`src/rtl/blocking_peer.sv`:
```
// Local valid/ready endpoint for a partner's blocking sync/notify channels.
// One FIFO per direction; every handshake output comes from registered occupancy.
module blocking_peer_fifo #(
    parameter int DEPTH = 4,
    parameter int WIDTH = 32
) (
    input  logic             clk,
    input  logic             rst,
    input  logic             push,
    input  logic [WIDTH-1:0] push_data,
    input  logic             pop,
    output logic [WIDTH-1:0] head,
    output logic             empty,
    output logic             full
);
    localparam int AW = $clog2(DEPTH);

    logic [AW:0]      wr_ptr;
    logic [AW:0]      rd_ptr;
    logic [WIDTH-1:0] mem [DEPTH];

    assign empty = (wr_ptr == rd_ptr);
    assign full  = (wr_ptr[AW] != rd_ptr[AW]) &&
                   (wr_ptr[AW-1:0] == rd_ptr[AW-1:0]);
    assign head  = mem[rd_ptr[AW-1:0]];

    // A full FIFO refuses a push even when it pops on the same edge.
    always_ff @(posedge clk or posedge rst) begin
        if (rst) begin
            wr_ptr <= '0;
            rd_ptr <= '0;
            for (int i = 0; i < DEPTH; i++) begin
                mem[i] <= '0;
            end
        end else begin
            if (push && !full) begin
                mem[wr_ptr[AW-1:0]] <= push_data;
                wr_ptr <= wr_ptr + (AW+1)'(1);
            end
            if (pop && !empty) begin
                rd_ptr <= rd_ptr + (AW+1)'(1);
            end
        end
    end
endmodule

module blocking_peer #(
    parameter int DEPTH = 4,
    parameter int WIDTH = 32
) (
    input  logic             clk,
    input  logic             rst,
    input  logic [WIDTH-1:0] in_data,
    input  logic             in_valid,
    output logic             in_ready,
    output logic [WIDTH-1:0] tx_data,
    output logic             tx_sync,
    input  logic             tx_notify,
    input  logic [WIDTH-1:0] rx_data,
    input  logic             rx_notify,
    output logic             rx_sync,
    output logic [WIDTH-1:0] out_data,
    output logic             out_valid,
    input  logic             out_ready,
    output logic [15:0]      tx_count,
    output logic [15:0]      rx_count
);
    logic tx_empty;
    logic tx_full;
    logic rx_empty;
    logic rx_full;

    blocking_peer_fifo #(.DEPTH(DEPTH), .WIDTH(WIDTH)) u_tx (
        .clk       (clk),
        .rst       (rst),
        .push      (in_valid),
        .push_data (in_data),
        .pop       (tx_notify),
        .head      (tx_data),
        .empty     (tx_empty),
        .full      (tx_full)
    );

    blocking_peer_fifo #(.DEPTH(DEPTH), .WIDTH(WIDTH)) u_rx (
        .clk       (clk),
        .rst       (rst),
        .push      (rx_notify),
        .push_data (rx_data),
        .pop       (out_ready),
        .head      (out_data),
        .empty     (rx_empty),
        .full      (rx_full)
    );

    assign in_ready  = !tx_full;
    assign tx_sync   = !tx_empty;
    assign rx_sync   = !rx_full;
    assign out_valid = !rx_empty;

    always_ff @(posedge clk or posedge rst) begin
        if (rst) begin
            tx_count <= '0;
            rx_count <= '0;
        end else begin
            if (tx_sync && tx_notify) begin
                tx_count <= tx_count + 16'd1;
            end
            if (rx_sync && rx_notify) begin
                rx_count <= rx_count + 16'd1;
            end
        end
    end
endmodule

```
`config.mk`:
```
export PLATFORM = sky130hd
export DESIGN_NAME = blocking_peer
export DESIGN_NICKNAME = d
export VERILOG_FILES = /design/src/rtl/blocking_peer.sv
export SDC_FILE = /design/constraint.sdc
export NUM_CORES = 1
export LEC_CHECK = 0
export ABC_AREA = 1
export CELL_PAD_IN_SITES_DETAIL_PLACEMENT = 1
export CELL_PAD_IN_SITES_GLOBAL_PLACEMENT = 2
export CORE_MARGIN = 4
export CORE_UTILIZATION = 25
export CTS_CLUSTER_SIZE = 20
export DETAILED_ROUTE_END_ITERATION = 7
export DONT_BUFFER_PORTS = 1
export GPL_ROUTABILITY_DRIVEN = 1
export PLACE_DENSITY_LB_ADDON = 0.3
export RECOVER_POWER = 100
export SETUP_SLACK_MARGIN = 0.2
export SLEW_MARGIN = 10
export SYNTH_ARGS = -nofsm -noshare
export SYNTH_HDL_FRONTEND = slang
export SYNTH_SLANG_ARGS = --single-unit
```
`constraint.sdc`:
```
create_clock -name clk -period 14.5 [get_ports clk]
set_clock_uncertainty 0.2 [all_clocks]
set_input_delay 0.725 -clock clk [delete_from_list [all_inputs] [get_ports clk]]
set_output_delay 0.725 -clock clk [all_outputs]
set_load 0.05 [all_outputs]
```
# --- Yosys cells after proc, flatten, opt, wreduce, memory -nomap -nowiden ---
# Index checks and enable logic that the tools add are counted.
word_totals:
  reg_bits: 300
  inputBits: 70
  output_inout_bits: 100
  wordCells: 60
op_classes:
  n_addsub: 6
  magnitude_cmp: 6
  eq_ne: 6
  muxes: 12
  bitwise: 4
  reduce_logical: 12
op_table:
  columns: ["cell", "count"]
  rows:
  - ["$bwmux 128", 2]
  - ["$mux 32", 6]
  - ["$bmux 32 s2", 2]
  - ["$demux 32 s2", 2]
  - ["$add 16x1->16 const B", 2]
  - ["$add 3x1->3 const B", 4]
  - ["$ge 3x3->1 const B", 4]
  - ["$not 2->3", 4]
  - ["$logic_and 1x1->1", 8]
  - ["$eq 3x3->1", 2]
  - ["$lt 3x1->1 const B", 2]
  - ["$eq 2x2->1", 2]
  - ["$logic_not 1->1", 4]
  - ["$ne 1x1->1", 2]

# --- Logic depth before layout (Yosys ltp) ---
depth:
  depth_word: 6
  mapped_depth: 9
  depth_no_buf: 8

# --- Modules after synthesis ---
# Synthesis repeated with hierarchy kept, for this count alone.
unflattened:
  hier_cells: 1807
  area_unflattened_um2: 14823.0
modules_own_cells:
  columns: ["mod", "instances", "cells_per_inst", "area_each_um2", "seq_area_each_um2"]
  rows:
  - ["blocking_peer_fifo", 2, 804, 6566.3, 3353.2]
  - ["blocking_peer", 1, 199, 1690.4, 800.8]

# --- Least setup slack after synthesis ---
# Ideal clock, no wire load.
synth_timing:
  path_type: "register to output"
  startpoint: "register u_tx.rd_ptr[0]"
  endpoint: "output tx_data[12]"
  arrival_time_ns: 1.894
  t_required_ns: 13.575
  setup_slack_ns: 11.681
  stages_incl_launch_ff: 7
  path_buffers: 3
  path_cell_list: "dfrtp_1 -> buf_2 -> inv_1 -> buf_2 -> clkbuf_1 -> nor2_1 -> o22ai_1"
synth_between:
  elab_chain_cells: 4
synth_rtl:
  columns: ["item", "line_no", "text"]
  rows:
  - ["from (decl)", "19", "logic [AW:0] rd_ptr;"]
  - ["from (signal assigned)", "41", "rd_ptr <= rd_ptr + (AW+1)'(1);"]
  - ["$not 2->3 (implied by the code)", "25", "assign head = mem[rd_ptr[AW-1:0]];"]
  - ["$bmux 32 s2", "25", null]
  - ["$mux 32 (implied by the code) (2 in a row)", "25", null]
  - ["to (decl)", "56", "output logic [WIDTH-1:0] tx_data,"]
# No other way between the ends. The select of a mux whose other input is x is not followed.

==> results.md <==
* Status: finished with violations
* Violated checks: capacitance limit, slew limit
* Starting Density at between 20% and 30%
* CTS tree: built
* Syn Inst Count at approximately 1900
* Commonest non-fill, non-tap cell in the layout: nand2_1
* Most frequent cells in the layout: 670 x nand2_1, 299 x dfrtp_1, 269 x nand4_1
* Drt wl/cell at 20.7 um
* R2r setup slk at 7.68 ns
* Std-Cell Rows at between 80 and 90
* Port Buffers at 0
* Post-synth EDFFs at 0
* WHS at ~0.10 ns
* DP Wirelength at around 30 mm
* CTS HTree Levels at 2
* Diodes inserted at 0
* Crit-path cells: dlygate4sd3_1 -> clkinvlp_2 -> clkbuf_1 -> buf_4
* Detail-routed via count per cell at slightly above 5
* Hold Path Sink: u_rx.mem[58]
* Die Ht at ~250 um
* Asr flop ratio synth at between 90% and 100%
* Synth area leaders: dfrtp_1 50%, nand2_1 17%, nand4_1 11%
* Yosys top cell area share at 50.4%
* DRC at 0
* Crit. End Element: async pin
* Core Area at slightly below 0.06 sq mm
* Crit path max-delay family: buffers and inverters
* Clock tree buffer depth at 3
* Post-Route WL at 53.8 mm
* Setup TNS at 0 ns
* # resized after CTS at 0
* Crit Path Class: in2async
* Slowest CP cell: clkinvlp_2
* Mapped Area at about 0.015 sq mm
* Crit path largest cell delay at around 2.9 ns
* Max cap viols at 15
* RR Startpoint: u_tx.rd_ptr[1]
* All-Layer GR Usage at ~17%
* Hold wc startpoint: rx_data[26]
* P_leak at a little under 8 nW
* Largest net degree at the start of global routing at approximately 140
* Post-synth net total at slightly below 2000
* Non-filler cells, final at between 2000 and 3000
* Full die area at 0.0636 sq mm
* RSZ-0062 raised after global routing: false
* CP startpoint kind: primary input
* WP data arrival at roughly 8.2 ns
* Final ANT Viol Nets at 0
* Synth Area per Inst at around 8 sq um
* Worst Path Max Fanout at approximately 110
* Total congestion overflow at 0
* Initial antenna violation count at 0
* Drt pass-1 iters at 5
* Library cells used by synthesis at 22
* CTS Sinks at 300
* Final period util at ~54%
* Layout cells sized above 1 at under 10%
* Cell area after layout at 0.0167 sq mm
* Min Tclk post-route at between 7 and 8 ns
* Yosys warning total at 0
* Slew HR at -251%
* R2r worst-path depth at 7
* Register area share after synthesis at roughly half
* CP required at between 10 and 15 ns
* Final Setup Violations at 0
* I/O pins at 170
* Slew @ Worst Pin at between 5 and 6 ns
* Dpl cells at around 2500
* Placer's final routability congestion estimate at 0.725
* DR vias at between 10000 and 15000
* Clock transition at path regs at about 0.050 ns
* VDD IR max at 0.155 mV
* Max Fclk at between 0.1 and 0.15 GHz
* Vias in the first global route at ~14000
* Worst Path Buf+Inv at 4
* Slew Limit Fails at around 700
* Global-route wire length before repair at about 85 mm
* HP Class: in2reg
* Pwr dens at roughly 290 mW/mm^2
* Clock latency on the worst-skew pair at ~0.56 ns
* Area after DPL at roughly 0.016 sq mm
* Final Hold Vio Count at 0
* Iter 0 DRT Violations at roughly 740
* Hold-fix buffers at CTS at 1
* Area delta synth->final at 11.9%
* Top cell type by total area after synthesis: dfrtp_1
* Cts bufs inserted at 40
* Final core occ at between 20% and 30%
* Hold Path Depth at 2
* Seq cells post-synth at 300
* Reg-to-reg endpoint: u_tx.mem[6]
* Main synth FF type: dfrtp_1
* Die W at about 250 um
* CTS root buf: clkbuf_16
* Final nets at 1881
* Post-CTS setup buffers at 0
## metrics by stage
| step | total power [mW] | worst slack (ns) |
|---|---|---|
| after global placement | 3.87 | 10.46 |
| after detailed placement | 3.92 | 10.39 |
| after floorplan | 3.26 | 5.29 |
| after CTS | 4.98 | 10.03 |
| after global routing | 5.18 | 5.02 |
| final | 4.82 | 6.66 |
## worst max path at each step
| stage | start | endpoint | slack, ns | cells after the start |
|---|---|---|---|---|
| final | rst | u_rx.mem[54] | 6.66 | 4 |
| after global routing | rst | u_rx.mem[54] | 5.02 | 4 |
| after CTS | u_rx.rd_ptr[0] | out_data[2] | 10.03 | 5 |
| after detailed placement | u_tx.rd_ptr[1] | u_tx.mem[6] | 10.39 | 7 |
| after global placement | u_tx.rd_ptr[1] | u_tx.mem[13] | 10.46 | 7 |
| after floorplan | rst | rx_count[0] | 5.29 | 1 |
## synth_stat cells, types with 2 or more instances
| cell type | number |
|---|---|
| nand2_1 | 669 |
| nor2_1 | 156 |
| nand4_1 | 269 |
| ha_1 | 12 |
| buf_6 | 9 |
| dfrtp_1 | 300 |
| xnor2_1 | 14 |
| clkbuf_1 | 64 |
| xnor2_2 | 2 |
| o22ai_1 | 64 |
| nand3b_1 | 2 |
| nand3_1 | 24 |
| inv_1 | 34 |
| xor2_1 | 10 |
| o21ai_0 | 137 |
| buf_4 | 15 |
| buf_1 | 27 |
| buf_2 | 48 |
| nand3_2 | 6 |
## flip-flops by register name, summed over array words and instances, names as in the netlist
signal and cells:
u_tx.wr_ptr 3, tx_count 16, u_tx.mem 128, rx_count 16
u_rx.rd_ptr 3, u_tx.rd_ptr 3, u_rx.wr_ptr 3, u_rx.mem 128
## layer usage
layer	vias up	global-route usage, %	part of all wire, %
met5	-	0	0
met4	0	3.47	1.4
met3	52	3.93	5.3
met2	191	29.2	49
met1	6707	21.2	44
li1	6192	-	-
## cell type report
cell class                      count  area (sq um)
Inverter                           34           129
Clock buffer                       60          1200
Clock inverter                     11           160
Timing Repair Buffer               55           288
Multi-Input combinational cell   1368          6430
Fill cell                        7026         42300
Tap cell                          773           967
Sequential cell                   300          7510
## cells by family (layout without fill, tap and decap cells)
group           Yosys count  in the layout  share of synthesized area (%)
buf+inv                 197            160                           6.20
flops                   300            300                           50.4
simple gates           1129           1129                           33.5
xor+xnor                 26             26                           1.63
compound gates          201            201                           7.29
fa+ha+maj                12             12                           1.01
## where the power goes
group / leakage, nW / switching, mW / total [mW] / internal, mW
Clock: 0.672 / 0.403 / 1.03 / 0.625
Sequential: 3.79 / 0.275 / 1.47 / 1.20
Combinational: 3.47 / 1.82 / 2.32 / 0.499
(Power assumes the default switching activity.)
